`src/rtl/alu_decode_exec.sv`:
```
// RV32/64-style ALU with ALUOp/funct decode, single-cycle integer ops and
// iterative shift-add multiply / restoring divide behind a valid/ready handshake.
module alu_decode_exec #(
    parameter int XLEN    = 32,
    parameter bit MDIV_EN = 1'b1
) (
    input  logic            clk,
    input  logic            rst_n,
    input  logic            in_valid,
    output logic            in_ready,
    input  logic [1:0]      ALUOp,
    input  logic [6:0]      funct7,
    input  logic [2:0]      funct3,
    input  logic [XLEN-1:0] op_a,
    input  logic [XLEN-1:0] op_b,
    output logic            out_valid,
    input  logic            out_ready,
    output logic [XLEN-1:0] result,
    output logic            zero,
    output logic            illegal
);

    localparam int SHW = $clog2(XLEN);
    localparam int CW  = $clog2(XLEN) + 1;

    localparam logic [6:0] F7_BASE = 7'b0000000;
    localparam logic [6:0] F7_ALT  = 7'b0100000;
    localparam logic [6:0] F7_MDIV = 7'b0000001;

    typedef enum logic [1:0] {S_IDLE, S_MUL, S_DIV, S_DONE} state_t;

    typedef enum logic [4:0] {
        OP_ADD, OP_SUB, OP_SLL, OP_SLT, OP_SLTU, OP_XOR, OP_SRL, OP_SRA, OP_OR, OP_AND,
        OP_MUL, OP_MULH, OP_MULHSU, OP_MULHU, OP_DIV, OP_DIVU, OP_REM, OP_REMU, OP_ILL
    } op_t;

    function automatic op_t base_op(input logic [2:0] f3);
        op_t op;
        unique case (f3)
            3'b000:  op = OP_ADD;
            3'b001:  op = OP_SLL;
            3'b010:  op = OP_SLT;
            3'b011:  op = OP_SLTU;
            3'b100:  op = OP_XOR;
            3'b101:  op = OP_SRL;
            3'b110:  op = OP_OR;
            default: op = OP_AND;
        endcase
        return op;
    endfunction

    state_t            state, state_nxt;
    op_t               dec_op, md_op;
    logic              accept, is_mul, is_div, last;
    logic              a_neg, b_neg, q_neg, r_neg, div_zero;
    logic [XLEN-1:0]   a_mag, b_mag, md_b;
    logic [XLEN-1:0]   alu_res, mul_res, div_res;
    logic [SHW-1:0]    shamt;
    logic [CW-1:0]     cnt;
    logic [2*XLEN:0]   prod, prod_nxt;
    logic [XLEN:0]     mul_add;
    logic [2*XLEN-1:0] prod_fix;
    logic [XLEN-1:0]   rem, quo, rem_nxt, quo_nxt, div_sub;
    logic [XLEN:0]     div_shift;
    logic              div_ge;

    // NOTE: every combinational output gets a default first so no path leaves it unassigned (no latch).
    always_comb begin
        dec_op = OP_ILL;
        unique case (ALUOp)
            2'b00: dec_op = OP_ADD;
            2'b01: dec_op = OP_SUB;
            2'b10: begin
                if (funct7 == F7_BASE) begin
                    dec_op = base_op(funct3);
                end else if (funct7 == F7_ALT) begin
                    if (funct3 == 3'b000)      dec_op = OP_SUB;
                    else if (funct3 == 3'b101) dec_op = OP_SRA;
                end else if (MDIV_EN && funct7 == F7_MDIV) begin
                    unique case (funct3)
                        3'b000:  dec_op = OP_MUL;
                        3'b001:  dec_op = OP_MULH;
                        3'b010:  dec_op = OP_MULHSU;
                        3'b011:  dec_op = OP_MULHU;
                        3'b100:  dec_op = OP_DIV;
                        3'b101:  dec_op = OP_DIVU;
                        3'b110:  dec_op = OP_REM;
                        default: dec_op = OP_REMU;
                    endcase
                end
            end
            default: begin
                // Immediate forms: funct7 only matters for the shifts.
                if (funct3 == 3'b001) begin
                    if (funct7 == F7_BASE) dec_op = OP_SLL;
                end else if (funct3 == 3'b101) begin
                    if (funct7 == F7_BASE)     dec_op = OP_SRL;
                    else if (funct7 == F7_ALT) dec_op = OP_SRA;
                end else begin
                    dec_op = base_op(funct3);
                end
            end
        endcase
    end

    assign is_mul = dec_op inside {OP_MUL, OP_MULH, OP_MULHSU, OP_MULHU};
    assign is_div = dec_op inside {OP_DIV, OP_DIVU, OP_REM, OP_REMU};
    assign a_neg  = (dec_op inside {OP_MULH, OP_MULHSU, OP_DIV, OP_REM}) && op_a[XLEN-1];
    assign b_neg  = (dec_op inside {OP_MULH, OP_DIV, OP_REM}) && op_b[XLEN-1];
    assign a_mag  = a_neg ? -op_a : op_a;
    assign b_mag  = b_neg ? -op_b : op_b;
    assign shamt  = op_b[SHW-1:0];

    always_comb begin
        alu_res = '0;
        unique case (dec_op)
            OP_ADD:  alu_res = op_a + op_b;
            OP_SUB:  alu_res = op_a - op_b;
            OP_SLL:  alu_res = op_a << shamt;
            OP_SLT:  alu_res = {{(XLEN-1){1'b0}}, $signed(op_a) < $signed(op_b)};
            OP_SLTU: alu_res = {{(XLEN-1){1'b0}}, op_a < op_b};
            OP_XOR:  alu_res = op_a ^ op_b;
            OP_SRL:  alu_res = op_a >> shamt;
            OP_SRA:  alu_res = $unsigned($signed(op_a) >>> shamt);
            OP_OR:   alu_res = op_a | op_b;
            OP_AND:  alu_res = op_a & op_b;
            default: alu_res = '0;
        endcase
    end

    // Shift-add step: conditionally add the multiplicand into the upper half, then shift right.
    always_comb begin
        mul_add  = prod[2*XLEN:XLEN] + (prod[0] ? {1'b0, md_b} : {(XLEN+1){1'b0}});
        prod_nxt = {1'b0, mul_add, prod[XLEN-1:1]};
        prod_fix = q_neg ? -prod_nxt[2*XLEN-1:0] : prod_nxt[2*XLEN-1:0];
        mul_res  = (md_op == OP_MUL) ? prod_fix[XLEN-1:0] : prod_fix[2*XLEN-1:XLEN];
    end

    // Restoring step; a zero divisor naturally yields an all-ones quotient and rem = dividend.
    always_comb begin
        div_shift = {rem, quo[XLEN-1]};
        div_ge    = div_shift >= {1'b0, md_b};
        div_sub   = div_shift[XLEN-1:0] - md_b;
        rem_nxt   = div_ge ? div_sub : div_shift[XLEN-1:0];
        quo_nxt   = {quo[XLEN-2:0], div_ge};
        div_res   = '0;
        if (md_op inside {OP_DIV, OP_DIVU}) begin
            if (div_zero)   div_res = '1;
            else if (q_neg) div_res = -quo_nxt;
            else            div_res = quo_nxt;
        end else begin
            div_res = r_neg ? -rem_nxt : rem_nxt;
        end
    end

    assign last = (cnt == CW'(XLEN - 1));

    always_comb begin
        state_nxt = state;
        in_ready  = 1'b0;
        out_valid = 1'b0;
        accept    = 1'b0;
        unique case (state)
            S_IDLE: begin
                in_ready = 1'b1;
                accept   = in_valid;
            end
            S_DONE: begin
                out_valid = 1'b1;
                in_ready  = out_ready;
                accept    = in_valid && out_ready;
                if (out_ready && !in_valid) state_nxt = S_IDLE;
            end
            S_MUL, S_DIV: begin
                if (last) state_nxt = S_DONE;
            end
        endcase
        if (accept) state_nxt = is_mul ? S_MUL : (is_div ? S_DIV : S_DONE);
    end

    // NOTE: sequential state uses non-blocking assignments so every register samples pre-edge values.
    always_ff @(posedge clk or negedge rst_n) begin
        if (!rst_n) state <= S_IDLE;
        else        state <= state_nxt;
    end

    // NOTE: datapath registers are reset too, so an operation aborted by reset leaves no residue.
    always_ff @(posedge clk or negedge rst_n) begin
        if (!rst_n) begin
            md_op    <= OP_ADD;
            q_neg    <= 1'b0;
            r_neg    <= 1'b0;
            div_zero <= 1'b0;
            md_b     <= '0;
            prod     <= '0;
            rem      <= '0;
            quo      <= '0;
            cnt      <= '0;
        end else if (accept) begin
            md_op    <= dec_op;
            q_neg    <= a_neg ^ b_neg;
            r_neg    <= a_neg;
            div_zero <= (op_b == '0);
            md_b     <= b_mag;
            prod     <= {{(XLEN+1){1'b0}}, a_mag};
            rem      <= '0;
            quo      <= a_mag;
            cnt      <= '0;
        end else if (state == S_MUL) begin
            prod <= prod_nxt;
            cnt  <= cnt + 1'b1;
        end else if (state == S_DIV) begin
            rem <= rem_nxt;
            quo <= quo_nxt;
            cnt <= cnt + 1'b1;
        end
    end

    // Result registers only change on a new single-cycle accept or on the last iteration.
    always_ff @(posedge clk or negedge rst_n) begin
        if (!rst_n) begin
            result  <= '0;
            zero    <= 1'b1;
            illegal <= 1'b0;
        end else if (accept && !is_mul && !is_div) begin
            result  <= alu_res;
            zero    <= (alu_res == '0);
            illegal <= (dec_op == OP_ILL);
        end else if (state == S_MUL && last) begin
            result  <= mul_res;
            zero    <= (mul_res == '0);
            illegal <= 1'b0;
        end else if (state == S_DIV && last) begin
            result  <= div_res;
            zero    <= (div_res == '0);
            illegal <= 1'b0;
        end
    end

endmodule

```
`config.mk`:
```
export PLATFORM = sky130hd
export DESIGN_NAME = alu_decode_exec
export DESIGN_NICKNAME = d
export VERILOG_FILES = /design/src/rtl/alu_decode_exec.sv
export SDC_FILE = /design/constraint.sdc
export NUM_CORES = 1
export LEC_CHECK = 0
export ABC_AREA = 1
export BUFFER_PORTS_ARGS = -buffer_cell sky130_fd_sc_hd__buf_2
export CAP_MARGIN = 0
export CORE_MARGIN = 4
export CORE_UTILIZATION = 30
export DETAILED_ROUTE_END_ITERATION = 7
export GPL_TIMING_DRIVEN = 0
export PLACE_DENSITY_LB_ADDON = 0.1
export SLEW_MARGIN = 10
export SYNTH_ARGS = -nofsm -noshare
export SYNTH_HDL_FRONTEND = slang
export SYNTH_SLANG_ARGS = --single-unit
```
`constraint.sdc`:
```
create_clock -name clk -period 6.9 [get_ports clk]
set_clock_uncertainty 0.15 [all_clocks]
set_input_delay 1.035 -clock clk [delete_from_list [all_inputs] [get_ports clk]]
set_output_delay 1.035 -clock clk [all_outputs]
set_load 0.05 [all_outputs]
```
# Word level (Yosys, flattened, before mapping)
# Index checks and enable logic that the tools add are counted.
[op_classes]
eq_ne = 38
muxes = 54
addsub = 10
reduce_logical = 33
n_bitwise = 4
magnitude_cmp = 3
shift = 3
[op_table]
columns = ["cell", "n"]
rows = [
  ["$mux W32", 18],
  ["$pmux W32 S10", 1],
  ["$mux W65", 2],
  ["$logic_not A32 Y1", 4],
  ["$neg A32 Y32", 4],
  ["$lt A32 B32 Y1", 2],
  ["$mux W64", 1],
  ["$neg A64 Y64", 1],
  ["$sub A32 B32 Y32", 2],
  ["$eq A5 B4 Y1 const B", 11],
  ["$mux W5", 10],
  ["$pmux W5 S7", 1],
  ["$add A33 B32 Y33", 1],
  ["$ge A33 B32 Y1", 1],
  ["$add A32 B32 Y32", 1],
  ["$and A32 B32 Y32", 1],
  ["$or A32 B32 Y32", 1],
  ["$shl A32 B5 Y32", 1],
  ["$shr A32 B5 Y32", 1],
  ["$sshr A32 B5 Y32", 1],
  ["$xor A32 B32 Y32", 1],
  ["$pmux W4 S7", 1],
  ["$eq A5 B3 Y1 const B", 4],
  ["$pmux W4 S5", 1],
  ["33 further kinds", 73],
]
[word_totals]
word_cells = 158
output_inout_bits = 36
reg_bits = 211
in_bits = 80

# Longest topological paths before layout
[depth]
ltp_word = 12
mapped_depth = 36
depth_no_buf = 34

# Worst setup path after synthesis
# OpenSTA, ideal clock, no wires.
[synth_timing]
path_kind = "input port to flip-flop"
from = "input op_b[2]"
to = "register zero"
path_buffers = 2
setup_ps = 68
arrival_ps = 4149
stages = 24
t_required_ps = 6682
setup_slack_ps = 2533
path_cell_list = "inv_1 > buf_1 > buf_1 > ha_1 > nand2_1 > nand2_1 > nand2_1 > nand2_1 > nand2_1 > nand3_1 > o21ai_0 > o21ai_0 > a21boi_0 > o21ai_0 > or2_2 > a21oi_1 > nand3_1 > nor2_1 > nand2_1 > nor2_1 > nand2_1 > nor2_1 > a21oi_1 > a21oi_2"
[synth_via]
elab_chain_cells = 4
word_cells_on_any_way = 13
cone_classes = "2 x add/sub; 2 x order compare; 3 x shift; 2 x mux; 3 x bitwise; 1 x reduce/logical"
[synth_lines]
columns = ["element", "line", "rtl"]
rows = [
  ["start, declared", "15", "input logic [XLEN-1:0] op_b,"],
  ["$sub A32 B32 Y32 (tied with other cells)", "118", "OP_SUB: alu_res = op_a - op_b;"],
  ["$pmux W32 S10 *", "116", "unique case (dec_op)"],
  ["$logic_not A32 Y1 *", "227", "zero <= (alu_res == '0);"],
  ["$mux W1 *", "225", "end else if (accept && !is_mul && !is_div) begin"],
  ["end signal, assigned", "227", ""],
  ["end signal, assigned", "231", "zero <= (mul_res == '0);"],
  ["end signal, assigned", "235", "zero <= (div_res == '0);"],
  ["end, declared", "19", "output logic zero,"],
]
# Mark *: on every way between the ends. The rest lies on a longest branch, timed or not.
# A chain may end at the register's enable or synchronous reset.

# Worst setup path after layout
[layout_timing]
from = "input op_b[4]"
to = "register zero"
# Same word-level chain as after synthesis.

==> run_results.csv <==
group,metric,value,unit
timing,rsz0062_at_grt,"false",
setup_path,worstPathArrival,6.54,ns
clock_network,post_cts_buffers,0,
synth,synthTopCellsByArea,"nand2_1 18%, dfrtp_1 18%, inv_1 8.6%, o21ai_0 8.6%, nor2_1 7.7%",
clock_network,hold_buffers,0,
cells_and_area,final_common_cell,"nand2_1",
timing,slew_viol_final,0,
grt,grt.total_usage,33.5,%
synth,ys_seq_area_share,17.7,%
grt,grt_pass1_vias,35100,
setup_path,crit_chain,"buf_2 > clkbuf_1 > inv_1 > clkbuf_1 > buf_1 > ha_1 > inv_1 > nor3_1 > a21oi_1 > o21ai_0 > nand4_1 > o2111ai_1 > xor2_1 > nor2_1 > nor2_1 > nand3_1 > nor2_1 > nand2_1 > nor2_1 > nand2_1 > nor2_1 > a21oi_1 > a21oi_2",
floorplan,ios,116,
routing,routed_wl,180,mm
floorplan,dieArea,0.104,mm²
setup_path,start_kind,"input pin",
clock_network,clockRootBuffer,"clkbuf_16",
timing,fin_crit_sh,89.7,%
setup_path,rr_startpoint,"md_b[7]$_DFFE_PN0P_",
placement,place_inst,6619,
setup_path,cpMostUsedCell,"nor2_1",
placement,portBuffers,114,
floorplan,start_util,30.2,%
synth,ys_seq_elements,210,
clock_network,ctsResizeCount,0,
synth,yosysTopAreaCell,"nand2_1",
min_path,hp-class,"input pin to asynchronous set/reset pin",
floorplan,fp-row-count,115,
run_status,status,"finished, final reports clean",
synth,synth.yosys.warnings,0,
setup_path,crit_end,"zero$_DFFE_PN1P_",
timing,fmax,162,MHz
routing,drtIter0Drc,4268,
placement,placed_area,0.0319,mm²
synth,ys.flop_type,"dfrtp_1",
timing,tightest_slew,1.22,ns
timing,period_needed,6.19,ns
floorplan,die_w,322,µm
setup_path,crit_start,"op_b[4]",
synth,synthesis.area,0.0297,mm²
synth,synth_edf_count,0,
timing,fin_setup_tns,0,ns
synth,syn_avg_cell_area,5.69,µm²
routing,first_pass_iters,7,
routing,via_count,37000,
setup_path,r2r_cells,29,
placement,post-dp-hpwl,151,mm
routing,wire_per_inst,27.0,µm
clock_network,clk_pin_slew,0.07,ns
grt,antenna_found_initial,7,
setup_path,path_max_fanout,11,
power,leakagePower,16.2,nW
synth,syn_inst,5216,
setup_path,slowest_stage,"clkbuf_1",
setup_path,cp.buffers_inverters,6,
cells_and_area,fin_util,33.4,%
synth,synth_top_area_share,17.9,%
floorplan,die_y,322,µm
power,power_density,496,mW/mm²
setup_path,reg2reg_to,"zero$_DFFE_PN1P_",
clock_network,clockBufferDepth,3,
clock_network,cts_sinks,210,
setup_path,endpoint_kind,"flip-flop",
floorplan,core,0.0983,mm²
setup_path,critPathMaxStageDelay,0.57,ns
timing,relSlewSlack,18.0,%
timing,hold_slack,0.158,ns
cells_and_area,design_area,0.0328,mm²
grt,grt_pass1_wl,253,mm
setup_path,cp.depth,23,
routing,drc,0,
cells_and_area,layout_common_cells,"1411 x nand2_1, 678 x inv_1, 606 x nor2_1, 507 x o21ai_0, 378 x nand3_1",
timing,hold_viol_final,0,
cells_and_area,layout.nets,5614,
routing,detail-route-antenna-nets,0,
grt,grt_max_degree,95,
setup_path,cp.required,7.25,ns
synth,async_flop_share,100,%
synth,syn_nets,5470,
clock_network,clk_latency,0.57,ns
timing,setup_viol,0,
clock_network,cts_htree_levels,1,
cells_and_area,area_growth,10.7,%
routing,via_per_inst,5.55,
cells_and_area,finalNonFillerCells,6669,
run,maxCapViolCount,0,
grt,grt_overflow,0,
placement,gp_congestion,1.03,
cells_and_area,drive_above_1_share,5.72,%
clock_network,cts_tree,"yes",
power,ir_worst_vdd,0.193,mV
setup_path,cp_top_family,"buffers and inverters",
synth,synthDistinctLibCells,68,
setup_path,r2r_slack,0.86,ns
setup_path,crit_type,"input pin to flip-flop",
clock_network,cts-buffers-inserted,26,
[per-stage QoR]
| stage | power [mW] | setup slack [ns] |
|---|---|---|
| after detailed placement | 14.5 | 0.329 |
| final | 16.3 | 0.710 |
| after CTS | 16.1 | 0.896 |
| after global routing | 17.4 | 0.587 |
| after global placement | 14.5 | 0.254 |
| after floorplan | 9.98 | 2.53 |
[Yosys cell counts (10+ instances only)]
cell	instances
nand2_1	1411
inv_1	678
nor2_1	606
o21ai_0	507
nand3_1	378
a21oi_1	327
dfrtp_1	209
ha_1	170
clkbuf_1	154
xor2_1	94
nor3_1	92
nand4_1	57
a22oi_1	55
o22ai_1	45
nand3b_1	32
a31oi_1	28
buf_1	27
o211ai_1	26
buf_2	24
nand2_2	23
o21bai_1	21
nor2_2	18
nor4_1	16
or2_2	15
mux2i_1	13
o21ai_1	13
o221ai_1	11
xnor2_1	10
[layout make-up]
type | instances | area (µm²)
diodes | 2 | 5.00
well taps | 1287 | 1610
flip-flops and latches | 210 | 5260
inverters | 692 | 2600
clock inverters | 11 | 146
multi-input cells | 4098 | 20900
plain buffers | 216 | 908
fillers | 11400 | 65400
repair buffers | 116 | 636
clock buffers | 37 | 783
[metal layers]
layer | global-route usage [%] | share of wire [%] | wire (µm) | vias up
li1 | - | - | - | 17400
met4 | 18.7 | 6.7 | 12100 | 2
met3 | 3.34 | 6.3 | 11300 | 369
met5 | 0 | 0.010 | 18 | -
met2 | 56.0 | 46 | 82800 | 1537
met1 | 42.4 | 41 | 74000 | 17700
[sequential cells by signal (all words and copies together) (netlist names)]
name	flops
cnt	6
div_zero	1
illegal	1
md_b	32
md_op	5
prod	64
q_neg	1
quo	32
r_neg	1
rem	32
result	32
state	2
zero	1
[worst min-delay path by stage]
stage | slack (ns) | depth (start not counted) | endpoint
detailed placement | 0.32 | 2 | prod[63]$_DFFE_PN0P_
CTS | 0.15 | 1 | prod[39]$_DFFE_PN0P_
finish | 0.16 | 1 | prod[39]$_DFFE_PN0P_
global placement | 0.32 | 2 | quo[0]$_DFFE_PN0P_
global route | 0.18 | 1 | prod[39]$_DFFE_PN0P_
floorplan | 0.30 | 2 | md_op[1]$_DFFE_PN0P_
[kinds of logic (layout without fill, tap and decap cells)]
family	after synthesis	in the layout	synth area share [%]
adder cells (fa/ha/maj)	174	174	7.44
AND/OR/NAND/NOR	2686	2686	38.2
buffers and inverters	908	1072	11.8
flip-flops	210	210	17.7
XOR/XNOR	104	104	3.07
other	0	2	0
AO/OA/AOI/OAI	1121	1121	21.3
multiplexers	13	13	0.439
[report_power, final]
group	total (mW)	leakage, nW	internal (mW)	switching, mW
combinational	12.2	13.2	3.28	8.87
clock	1.54	0.453	0.903	0.638
sequential	2.59	2.59	1.78	0.814
total	16.3	16.2	5.97	10.3
(Power assumes the default switching activity.)
